File: src/rtl/fpr_pkg.sv
// fpr_pkg: shared widths and the {rd, data} result record for FPR writeback.
package fpr_pkg;
  localparam int ADDR_W  = 5;
  localparam int DATA_W  = 32;
  localparam int NUM_FPR = 32;
  typedef struct packed {
    logic [ADDR_W-1:0] rd;
    logic [DATA_W-1:0] data;
  } fpr_result_t;
endpackage

File: src/rtl/fpr_wb_fifo.sv
// fpr_wb_fifo: synchronous result FIFO with async active-high reset.
//   push_i/din_i  enqueue (ignored when full)
//   pop_i/dout_o  dequeue head (ignored when empty); dout_o shows the head
//   full_o/empty_o/count_o  occupancy status
module fpr_wb_fifo
  import fpr_pkg::*;
#(
  parameter int DEPTH = 4
) (
  input  logic                     clk,
  input  logic                     reset,
  input  logic                     push_i,
  input  logic                     pop_i,
  input  fpr_result_t              din_i,
  output fpr_result_t              dout_o,
  output logic                     full_o,
  output logic                     empty_o,
  output logic [$clog2(DEPTH):0]   count_o
);
  localparam int PW = $clog2(DEPTH);
  localparam int CW = PW + 1;
  fpr_result_t mem_q [DEPTH];
  logic [PW-1:0] wr_q, rd_q;
  logic [CW-1:0] cnt_q;
  logic do_push, do_pop;
  assign full_o  = cnt_q == CW'(DEPTH);
  assign empty_o = cnt_q == '0;
  assign count_o = cnt_q;
  assign dout_o  = mem_q[rd_q];
  assign do_push = push_i && !full_o;
  assign do_pop  = pop_i && !empty_o;
  // Pointers wrap for free because DEPTH is a power of two.
  always_ff @(posedge clk or posedge reset) begin
    if (reset) begin
      wr_q  <= '0;
      rd_q  <= '0;
      cnt_q <= '0;
    end else begin
      wr_q  <= wr_q + PW'(do_push);
      rd_q  <= rd_q + PW'(do_pop);
      cnt_q <= cnt_q + CW'(do_push) - CW'(do_pop);
    end
  end
  always_ff @(posedge clk) begin
    if (do_push) mem_q[wr_q] <= din_i;
  end
endmodule

File: src/rtl/fpr_writeback.sv
// fpr_writeback: serialises ALU (buffered) and load (priority) results onto the FPR write port.
//   issue_valid/issue_rd        mark a destination pending
//   alu_*                       ALU results into the FIFO
//   ld_*                        load results, granted ahead of the FIFO unless it is starving
//   query_rs/query_rt -> *_busy pending-write lookup for decode
//   regWr/Rw/busW               registered register-file write port
//   fifo_count                  FIFO occupancy
module fpr_writeback #(
  parameter int DEPTH      = 4,
  parameter int DATA_W     = fpr_pkg::DATA_W,
  parameter int ADDR_W     = fpr_pkg::ADDR_W,
  parameter int STARVE_MAX = 4
) (
  input  logic                   clk,
  input  logic                   reset,
  input  logic                   issue_valid,
  input  logic [ADDR_W-1:0]      issue_rd,
  input  logic                   alu_valid,
  output logic                   alu_ready,
  input  logic [ADDR_W-1:0]      alu_rd,
  input  logic [DATA_W-1:0]      alu_data,
  input  logic                   ld_valid,
  output logic                   ld_ready,
  input  logic [ADDR_W-1:0]      ld_rd,
  input  logic [DATA_W-1:0]      ld_data,
  input  logic [ADDR_W-1:0]      query_rs,
  input  logic [ADDR_W-1:0]      query_rt,
  output logic                   rs_busy,
  output logic                   rt_busy,
  output logic                   regWr,
  output logic [ADDR_W-1:0]      Rw,
  output logic [DATA_W-1:0]      busW,
  output logic [$clog2(DEPTH):0] fifo_count
);
  localparam int SW = $clog2(STARVE_MAX + 1);
  localparam int NF = fpr_pkg::NUM_FPR;
  fpr_pkg::fpr_result_t alu_res, head;
  logic push, pop, ld_grant, fifo_full, fifo_empty;
  logic [SW-1:0] starve_q, starve_d;
  logic regwr_q, regwr_d;
  logic [ADDR_W-1:0] rw_q, rw_d;
  logic [DATA_W-1:0] busw_q, busw_d;
  logic [NF-1:0] pending_q, pending_d;
  assign alu_res   = '{rd: alu_rd, data: alu_data};
  assign alu_ready = !fifo_full;
  assign push      = alu_valid && alu_ready;
  // Loads win unless they have already starved a non-empty FIFO for STARVE_MAX grants.
  assign ld_ready  = !(starve_q == SW'(STARVE_MAX) && !fifo_empty);
  assign ld_grant  = ld_valid && ld_ready;
  assign pop       = !ld_grant && !fifo_empty;
  assign rs_busy   = pending_q[query_rs];
  assign rt_busy   = pending_q[query_rt];
  assign regWr     = regwr_q;
  assign Rw        = rw_q;
  assign busW      = busw_q;
  fpr_wb_fifo #(.DEPTH(DEPTH)) u_fifo (
    .clk     (clk),
    .reset   (reset),
    .push_i  (push),
    .pop_i   (pop),
    .din_i   (alu_res),
    .dout_o  (head),
    .full_o  (fifo_full),
    .empty_o (fifo_empty),
    .count_o (fifo_count)
  );
  always_comb begin
    starve_d = (pop || fifo_empty) ? '0
             : (ld_grant && starve_q != SW'(STARVE_MAX)) ? starve_q + 1'b1 : starve_q;
    regwr_d  = ld_grant || pop;
    rw_d     = ld_grant ? ld_rd : pop ? head.rd : rw_q;
    busw_d   = ld_grant ? ld_data : pop ? head.data : busw_q;
    // Clear the register being written this cycle, then OR in a new issue so set wins.
    pending_d = (pending_q & ~(regwr_q ? NF'(1) << rw_q : NF'(0)))
              | (issue_valid ? NF'(1) << issue_rd : NF'(0));
  end
  always_ff @(posedge clk or posedge reset) begin
    if (reset) begin
      starve_q  <= '0;
      regwr_q   <= 1'b0;
      rw_q      <= '0;
      busw_q    <= '0;
      pending_q <= '0;
    end else begin
      starve_q  <= starve_d;
      regwr_q   <= regwr_d;
      rw_q      <= rw_d;
      busw_q    <= busw_d;
      pending_q <= pending_d;
    end
  end
endmodule

File: config.mk
export PLATFORM = sky130hd
export DESIGN_NAME = fpr_writeback
export DESIGN_NICKNAME = d
export VERILOG_FILES = /design/src/rtl/fpr_pkg.sv /design/src/rtl/fpr_wb_fifo.sv /design/src/rtl/fpr_writeback.sv
export SDC_FILE = /design/constraint.sdc
export NUM_CORES = 1
export LEC_CHECK = 0
export ABC_AREA = 1
export CORE_ASPECT_RATIO = 0.8
export CORE_MARGIN = 2
export CORE_UTILIZATION = 40
export DETAILED_ROUTE_END_ITERATION = 12
export HOLD_SLACK_MARGIN = 0.03
export PLACE_DENSITY_LB_ADDON = 0.2
export SKIP_CTS_REPAIR_TIMING = 1
export SLEW_MARGIN = 0
export SYNTH_ARGS = -nofsm -noshare
export SYNTH_HDL_FRONTEND = slang
export SYNTH_SLANG_ARGS = --single-unit
File: constraint.sdc
create_clock -name clk -period 10.1 [get_ports clk]
set_input_delay 1.01 -clock clk [delete_from_list [all_inputs] [get_ports clk]]
set_output_delay 1.01 -clock clk [all_outputs]
set_load 0.1 [all_outputs]
Word-level counts from Yosys, hierarchy flattened. Memory sizes are Yosys's and may differ from the RTL's. Index checks and enable logic that the tools add are counted.

Shift operators: 2. Reduce and logical (&&, ||, !) cells: 16. $lt $le $gt $ge: 2. Muxes and demuxes: 14. Multiply operators: 0. Bitwise gates (word level): 3. Divide/modulo/power cells: 0. Add/sub/neg operators: 5. Equal/unequal tests: 3.

Operators by type and width (number): two-way mux 32 bit (4); << shifter 1 x 5 -> 32 bit, first input constant (2); bitwise AND 32 bit (1); NOT 32 bit (1); OR 32 bit (1); less-than comparator 5 x 6 -> 1 bit, second input constant (2); binary-select mux 1 bit (select 5 bit) (2); two-way mux 5 bit (2); logical AND 1 bit (7); == test 3 bit, second input constant (2); two-way mux 3 bit (2); adder 2 x 1 -> 2 bit (2); zero test 1 bit (4); two-way mux 1 bit (4); nonzero test 2 bit (2); adder 3 x 1 -> 3 bit (1); adder 3 x 1 -> 3 bit, second input constant (1); zero test 3 bit (1); != test 3 bit, second input constant (1); subtractor 3 x 1 -> 3 bit (1); logical OR 1 bit (2).

Output and inout bits: 45. Memory bits (writable): 148. Memories: 1. Latch bits: 0. Bits in registers: 80. Bits in read-only memories: 0. Bits of input ports: 94. Logic and storage cells: 54.

Memories: u_fifo.mem_q (words 4, width 37, read ports 1, clocked after Yosys merged registers in 0, write ports 1, RTL line fpr_wb_fifo.sv:22) `fpr_result_t mem_q [DEPTH];`.

Depth between registers and ports, before layout. Gate-level depths: netlist of run 1.

Depth in word-level cells: 9. Depth in mapped cells: 11. Depth with buffers taken out: 10.

Modules after synthesis. From an unflattened synthesis of run 1, not the netlist that was laid out.

Cell total of the unflattened synthesis: 978. Area total of the unflattened synthesis: 10010.9 um^2.

Modules (own cells, without submodules): fpr_wb_fifo (area an instance 5994.5 um^2, cells each 443, sequential area each 4619.4 um^2, times used 1); fpr_writeback (area an instance 4016.4 um^2, cells each 535, sequential area each 1826.8 um^2, times used 1).

Worst setup path after synthesis of run 1. OpenSTA, ideal clock, no wires.

Path kind: reg-to-reg. Start point: register u_fifo.cnt_q[1], in the netlist u_fifo.count_o[1]. End point: memory u_fifo.mem_q[0][0] (netlist name) (enable). Buffers on the path: 0. Setup time: 477 ps. Data required time: 9623 ps. Clock period less this slack: 5164 ps. Stages on the path, launching flop included: 5. Setup slack: 4936 ps. Data arrival time: 4686 ps. Path through: dfrtp_1 -> nor2_2 -> nand2_1 -> nand2_1 -> nor3_1.

Cells in the longest elaborated chain, start to end: 6.

RTL lines: from (decl) (RTL line fpr_wb_fifo.sv:24) `logic [CW-1:0] cnt_q;`; from (signal assigned) (RTL line fpr_wb_fifo.sv:41) `cnt_q <= cnt_q + CW'(do_push) - CW'(do_pop);`; == test 3 bit * (RTL line fpr_wb_fifo.sv:26) `assign full_o = cnt_q == CW'(DEPTH);`; zero test 1 bit * (RTL line fpr_writeback.sv:45) `assign alu_ready = !fifo_full;`; via alu_ready (RTL line fpr_writeback.sv:19) `output logic alu_ready,`; logical AND 1 bit (RTL line fpr_writeback.sv:46) `assign push = alu_valid && alu_ready;`; logical AND 1 bit * (RTL line fpr_wb_fifo.sv:30) `assign do_push = push_i && !full_o;`; two-way mux 1 bit * (RTL line fpr_wb_fifo.sv:45) `if (do_push) mem_q[wr_q] <= din_i;`; two-way mux 1 bit (implied by the code) * (RTL line fpr_wb_fifo.sv:45); to (decl) (RTL line fpr_wb_fifo.sv:22).

The timed path passes the listed nets; every way through them passes the cells marked *.

Worst setup path after layout of run 1.
Start point: input query_rt[0]. End point: output rt_busy.

Cells in the longest elaborated chain, start to end: 2.

RTL lines: from (decl) (RTL line fpr_writeback.sv:27) `input logic [ADDR_W-1:0] query_rt,`; binary-select mux 1 bit (select 5 bit) (RTL line fpr_writeback.sv:52) `assign rt_busy = pending_q[query_rt];`; two-way mux 1 bit (implied by the code) (RTL line fpr_writeback.sv:52); to (decl) (RTL line fpr_writeback.sv:29) `output logic rt_busy,`.

Every way passes these cells. The select of a mux whose other input is x is not followed.

==> reports/results.ini, run 1 <==
[floorplan]
pin_count = 139
row_count = 51
die_w_um = 179
initial_core_util_pct = 40.5
core_um2 = 24100
chipHeight_um = 144
die_area_um2 = 25700

[yosys]
synthTopCellsByArea = edfxtp_1 46%, dfrtp_1 21%, nand2_1 11%
syn_avg_cell_area_um2 = 10.4
synth_top_area_share_pct = 45.6
synth_top_cell_by_area = edfxtp_1
seq_area_frac_synth_pct = 66.1
netlist_area_um2 = 9760
ys_ff_latch = 228
syn_nets = 1038
syn-instance-count = 939
synth_cell_types = 29
ys_warn_count = 0

[hold_path]
min_from = starve_q[0]$_DFFE_PP0P_
hold_path.class = reg2reg
hold_path_end = starve_q[0]$_DFFE_PP0P_
holdPathStages = 1

[global_routing]
grt_use_met1_pct = 28.2
grt_pass1_wl_um = 38600
antenna_found_initial = 2
grt_max_degree = 76
track_usage_pct = 19.6
met2_usage_pct = 30.9
met3_usage_pct = 3.89
gr-max-usage-layer = met2
grt_pass1_vias = 6832
grt-ovfl-total = 0

[clocking]
path_clk_slew_ns = 0.07
cts_tree = yes
clock_path_buffers = 3
cts_root_buf = clkbuf_16
cts_buffers = 23
clock_latency_ns = 0.51
cts_max_level = 1
clock-sinks = 228

[sta]
finalMaxSlewViolations = 0
worstMarginPinSlew_ns = 1.07
fin_skew_ns = 0.0120
finalCriticalPeriod_ns = 4.95
rsz0062_at_grt = false
final-hold-violation-count = 0
fmax_mhz = 202
min_period_over_period_pct = 49.1
hold_ws_ns = 0.466
max-slew-margin-rel_pct = 28.7
tns_ns = 0
setup_viol = 0

[place]
gp_congestion = 0.864
portBuffers = 138
dp_hpwl_um = 15300
dpl_cell_area_um2 = 11400

[setup_path]
criticalPathCategory = in2out
start_kind = input pin
r2r-end = busW[11]$_DFFE_PP0P_
critPathMaxFanout = 17
r2r-start = u_fifo.rd_q[0]$_DFF_PP0_
arrival_ns = 3.94
regToRegSetupSlack_ns = 7.56
cp_data_required_time_ns = 9.09
ff2ff_path_depth = 7
critPathCaptureType = output port

[final_layout]
final_cell_mix = 276 x nand2_1, 148 x edfxtp_1, 138 x clkdlybuf4s50_1, 108 x o21ai_0, 91 x nand3_1
fin_area_um2 = 12200
final_common_cell = nand2_1
fillers = 2175
area_growth_pct = 24.6
drive_gt1_share_pct = 6.77
antenna_cells = 0
nNetsFinal = 1161

[power_and_ir_drop]
p_leak_nw = 4.64
powerDensity_nw_per_um2 = 326
max-vdd-ir-drop_mv = 0.256
power_mw = 3.97

[routing]
vias_per_cell = 5.17
finalWirelength_um = 24900
dr_total_vias = 7218
drt_first_iter_violations = 473
wl_per_cell_um = 17.8
ant_nets = 0
drtPass1Iterations = 5
drc_errors = 0

[status]
outcome = finished clean

[run]
cap_violations = 0

==> layout make-up <==
class                           instances  area [um^2]  share of cell area, %
Sequential cell                       228         6450                   53.0
Inverter                               35          135                   1.11
Tap cell                              318          398                   3.27
Clock inverter                         10          128                   1.05
Clock buffer                           32          669                   5.51
Multi-Input combinational cell        627         2930                   24.1
Timing Repair Buffer                  147         1450                   11.9
==> per-stage QoR <==
step                setup WS, ns  instances  utilization, %
floorplan                   4.94        939               -
global placement            5.26       1355            47.1
detailed placement          5.21       1355            47.1
CTS                         5.21       1397            50.4
global route                4.95       1397            50.4
finish                      5.15       1397            50.4
==> Yosys cell counts (all sizes together) <==
library cell,n
nand4,8
xor2,3
clkbuf,16
o21ai,120
clkinv,1
fa,1
o22ai,19
o211ai,2
dfrtp,80
a21oi,36
edfxtp,148
ha,4
buf,33
inv,34
nand3,92
nand2,279
nor2,47
nor3,12
xnor2,4
==> critical path: stages <==
cell             delay, ns
clkdlybuf4s50_1       0.71
inv_1                 0.52
nand2_1               0.10
nand3_1               0.09
nand3_1               0.09
nand2_1               0.11
nand2_1               0.06
nand2_1               0.05
nand2_1               0.04
nand2_1               0.05
clkdlybuf4s50_1       1.12
==> kinds of logic (layout without fill, tap and decap cells) <==
kind of cell | Yosys count | count (layout) | synth area share (%)
and+or+nand+nor | 438 | 438 | 18.7
DFF | 228 | 228 | 66.1
AOI/OAI and AO/OA | 177 | 177 | 9.76
buffers and inverters | 84 | 224 | 4.15
xor gates and xnor gates | 7 | 7 | 0.628
adders and majority gates | 5 | 5 | 0.718
==> layer usage <==
layer	share of wire, %	wire, um
met5	0.088	22
met4	1.6	401
met3	6.7	1670
met2	45	11300
met1	46	11500
==> registers in the layout (all words and copies together) (netlist names) <==
signal          flops
u_fifo.wr_q         2
Rw                  5
starve_q            3
u_fifo.count_o      3
u_fifo.rd_q         2
regWr               1
pending_q          32
u_fifo.mem_q      148
busW               32
==> how the worst max path moves through the flow <==
| stage | slack (ns) | depth (start not counted) | end | start |
|---|---|---|---|---|
| final | 5.15 | 11 | rt_busy | query_rt[0] |
| after CTS | 5.21 | 11 | rt_busy | query_rt[0] |
| after global placement | 5.26 | 11 | rt_busy | query_rt[0] |
| after global routing | 4.95 | 11 | rt_busy | query_rt[0] |
| after floorplan | 4.94 | 4 | u_fifo.mem_q[0][0]$_DFFE_PP_ | u_fifo.count_o[1]$_DFF_PP0_ |
| after detailed placement | 5.21 | 11 | rt_busy | query_rt[0] |
==> power breakdown <==
part	internal (mW)	switching, mW
clock	0.539	0.349
sequential	1.28	0.177
combinational	0.405	1.22
total	2.23	1.74
(Power assumes the default switching activity.)
==> run 2, diff against run 1 <==
==> constraint.sdc (replaced) <==
create_clock -name clk -period 4.2 [get_ports clk]
set_input_delay 0.42 -clock clk [delete_from_list [all_inputs] [get_ports clk]]
set_output_delay 0.42 -clock clk [all_outputs]
set_load 0.1 [all_outputs]
==> run 2 against run 1 <==
Sequential power increased by 140%. Highest routed layer unchanged. Largest power group unchanged. Combinational power rose by 140%. Critical endpoint is now ld_ready. Largest cell class unchanged. First-iteration DRC count grew 21%.
==> reports/results.ini, run 2 (synthesized netlist as in run 1, its figures left out) <==
[final_layout]
area_growth_pct = 24.8
antenna_cells = 0
largest_reg_flops = 148
nNetsFinal = 1164
final_common_cell = nand2_1
drive_gt1_share_pct = 6.93
fillers = 2200
regMostFlops = u_fifo.mem_q
final_cell_mix = 276 x nand2_1, 148 x edfxtp_1, 136 x clkdlybuf4s50_1, 108 x o21ai_0, 91 x nand3_1
utilization_pct = 50.5

[power_and_ir_drop]
p_switching_mw = 4.21
switching_share_pct = 44.1
max-vdd-ir-drop_mv = 0.357
combPwrFrac_pct = 41.0
p_seq_share_pct = 36.9
p_int_mw = 5.33
power_mw = 9.53
p_leak_nw = 4.64
powerDensity_nw_per_um2 = 783
power_frac_clock_pct = 22.1

[clocking]
cts_buffers = 24
clock-sinks = 228
cts_max_level = 1
clock_latency_ns = 0.52
cts_tree = yes
cts_root_buf = clkbuf_16
path_clk_slew_ns = 0.06
clock_path_buffers = 3

[routing]
drt_first_iter_violations = 574
drtPass1Iterations = 5
ant_nets = 0
drc_errors = 0
finalWirelength_um = 24800
dr_total_vias = 7216
vias_per_cell = 5.15
wl_per_cell_um = 17.7

[sta]
max-slew-margin-rel_pct = 33.3
finalMaxSlewViolations = 0
setup_viol = 0
fin_skew_ns = 0.0139
min_period_over_period_pct = 69.0
hold_ws_ns = 0.193
finalCriticalPeriod_ns = 2.90
setup_slack_ns = 1.30
tns_ns = 0
rsz0062_at_grt = false
final-hold-violation-count = 0
worstMarginPinSlew_ns = 0.998
fmax_mhz = 345

[setup_path]
arrival_ns = 2.48
criticalPathCategory = reg2out
regToRegSetupSlack_ns = 2.15
critPathCaptureType = output port
cp_data_required_time_ns = 3.78
start_kind = flop
critPathMaxFanout = 4

[floorplan]
row_count = 51
initial_core_util_pct = 40.5
die_w_um = 179
die_area_um2 = 25700
pin_count = 139
chipHeight_um = 144
core_um2 = 24100

[place]
portBuffers = 138
dp_hpwl_um = 15600
gp_congestion = 0.907
pre_cts_ws_ns = 1.40

[hold_path]
hold_path.class = in2async

[global_routing]
grt_pass1_vias = 6806
grt-ovfl-total = 0
track_usage_pct = 19.6
grt_max_degree = 75
grt_pass1_wl_um = 38700
antenna_found_initial = 2

[run]
cap_violations = 0

[status]
outcome = finished clean

-- run 2: worst paths after layout --
check	from	end	cells after the start
worst max-delay path	u_fifo.count_o[1]$_DFF_PP0_	ld_ready	4
worst min-delay path	reset	starve_q[2]$_DFFE_PP0P_	2
worst max register to register	u_fifo.count_o[1]$_DFF_PP0_	u_fifo.count_o[2]$_DFF_PP0_	10
min in group clk	starve_q[0]$_DFFE_PP0P_	starve_q[0]$_DFFE_PP0P_	1
worst min register to register	starve_q[0]$_DFFE_PP0P_	starve_q[0]$_DFFE_PP0P_	1
max in group asynchronous	reset	u_fifo.rd_q[1]$_DFF_PP0_	3
-- run 2: routing by layer --
layer  routed length (um)  global-route usage (%)
met1                11700                    28.7
met2                11000                    30.1
met3                 1670                    4.37
met4                  474                    4.15
met5                   27                       0
-- run 2: worst max-delay path: stages, from the launching register on --
cell and delay, ns:
dfrtp_1 0.45, nor2_2 0.20, nand2_4 0.10, nand3_2 0.09, clkdlybuf4s50_1 1.13
-- run 2: cell type report --
class                      count  area (um^2)  area share, %
multi-input combinational    627         2930           24.1
sequential                   228         6450           53.0
timing repair buffer         149         1460           12.0
clock buffer                  34          689           5.66
inverter                      35          135           1.11
clock inverter                10          113          0.925
tap                          318          398           3.27
-- run 2: through the flow --
step | area [um^2] | instances
2_1_floorplan | 9760 | 939
3_3_place_gp | 11400 | 1357
3_5_place_dp | 11400 | 1357
4_1_cts | 12200 | 1401
5_1_grt | 12200 | 1401
6_report | 12200 | 1401
-- run 2: power by group through the flow --
stage               clock [mW]  sequential, mW  combinational, mW
CTS                       2.16            3.51               3.94
floorplan                    0            4.70               1.61
global placement             0            3.55               3.91
detailed placement           0            3.55               3.93
global route              2.26            3.59               4.23
finish                    2.11            3.52               3.91
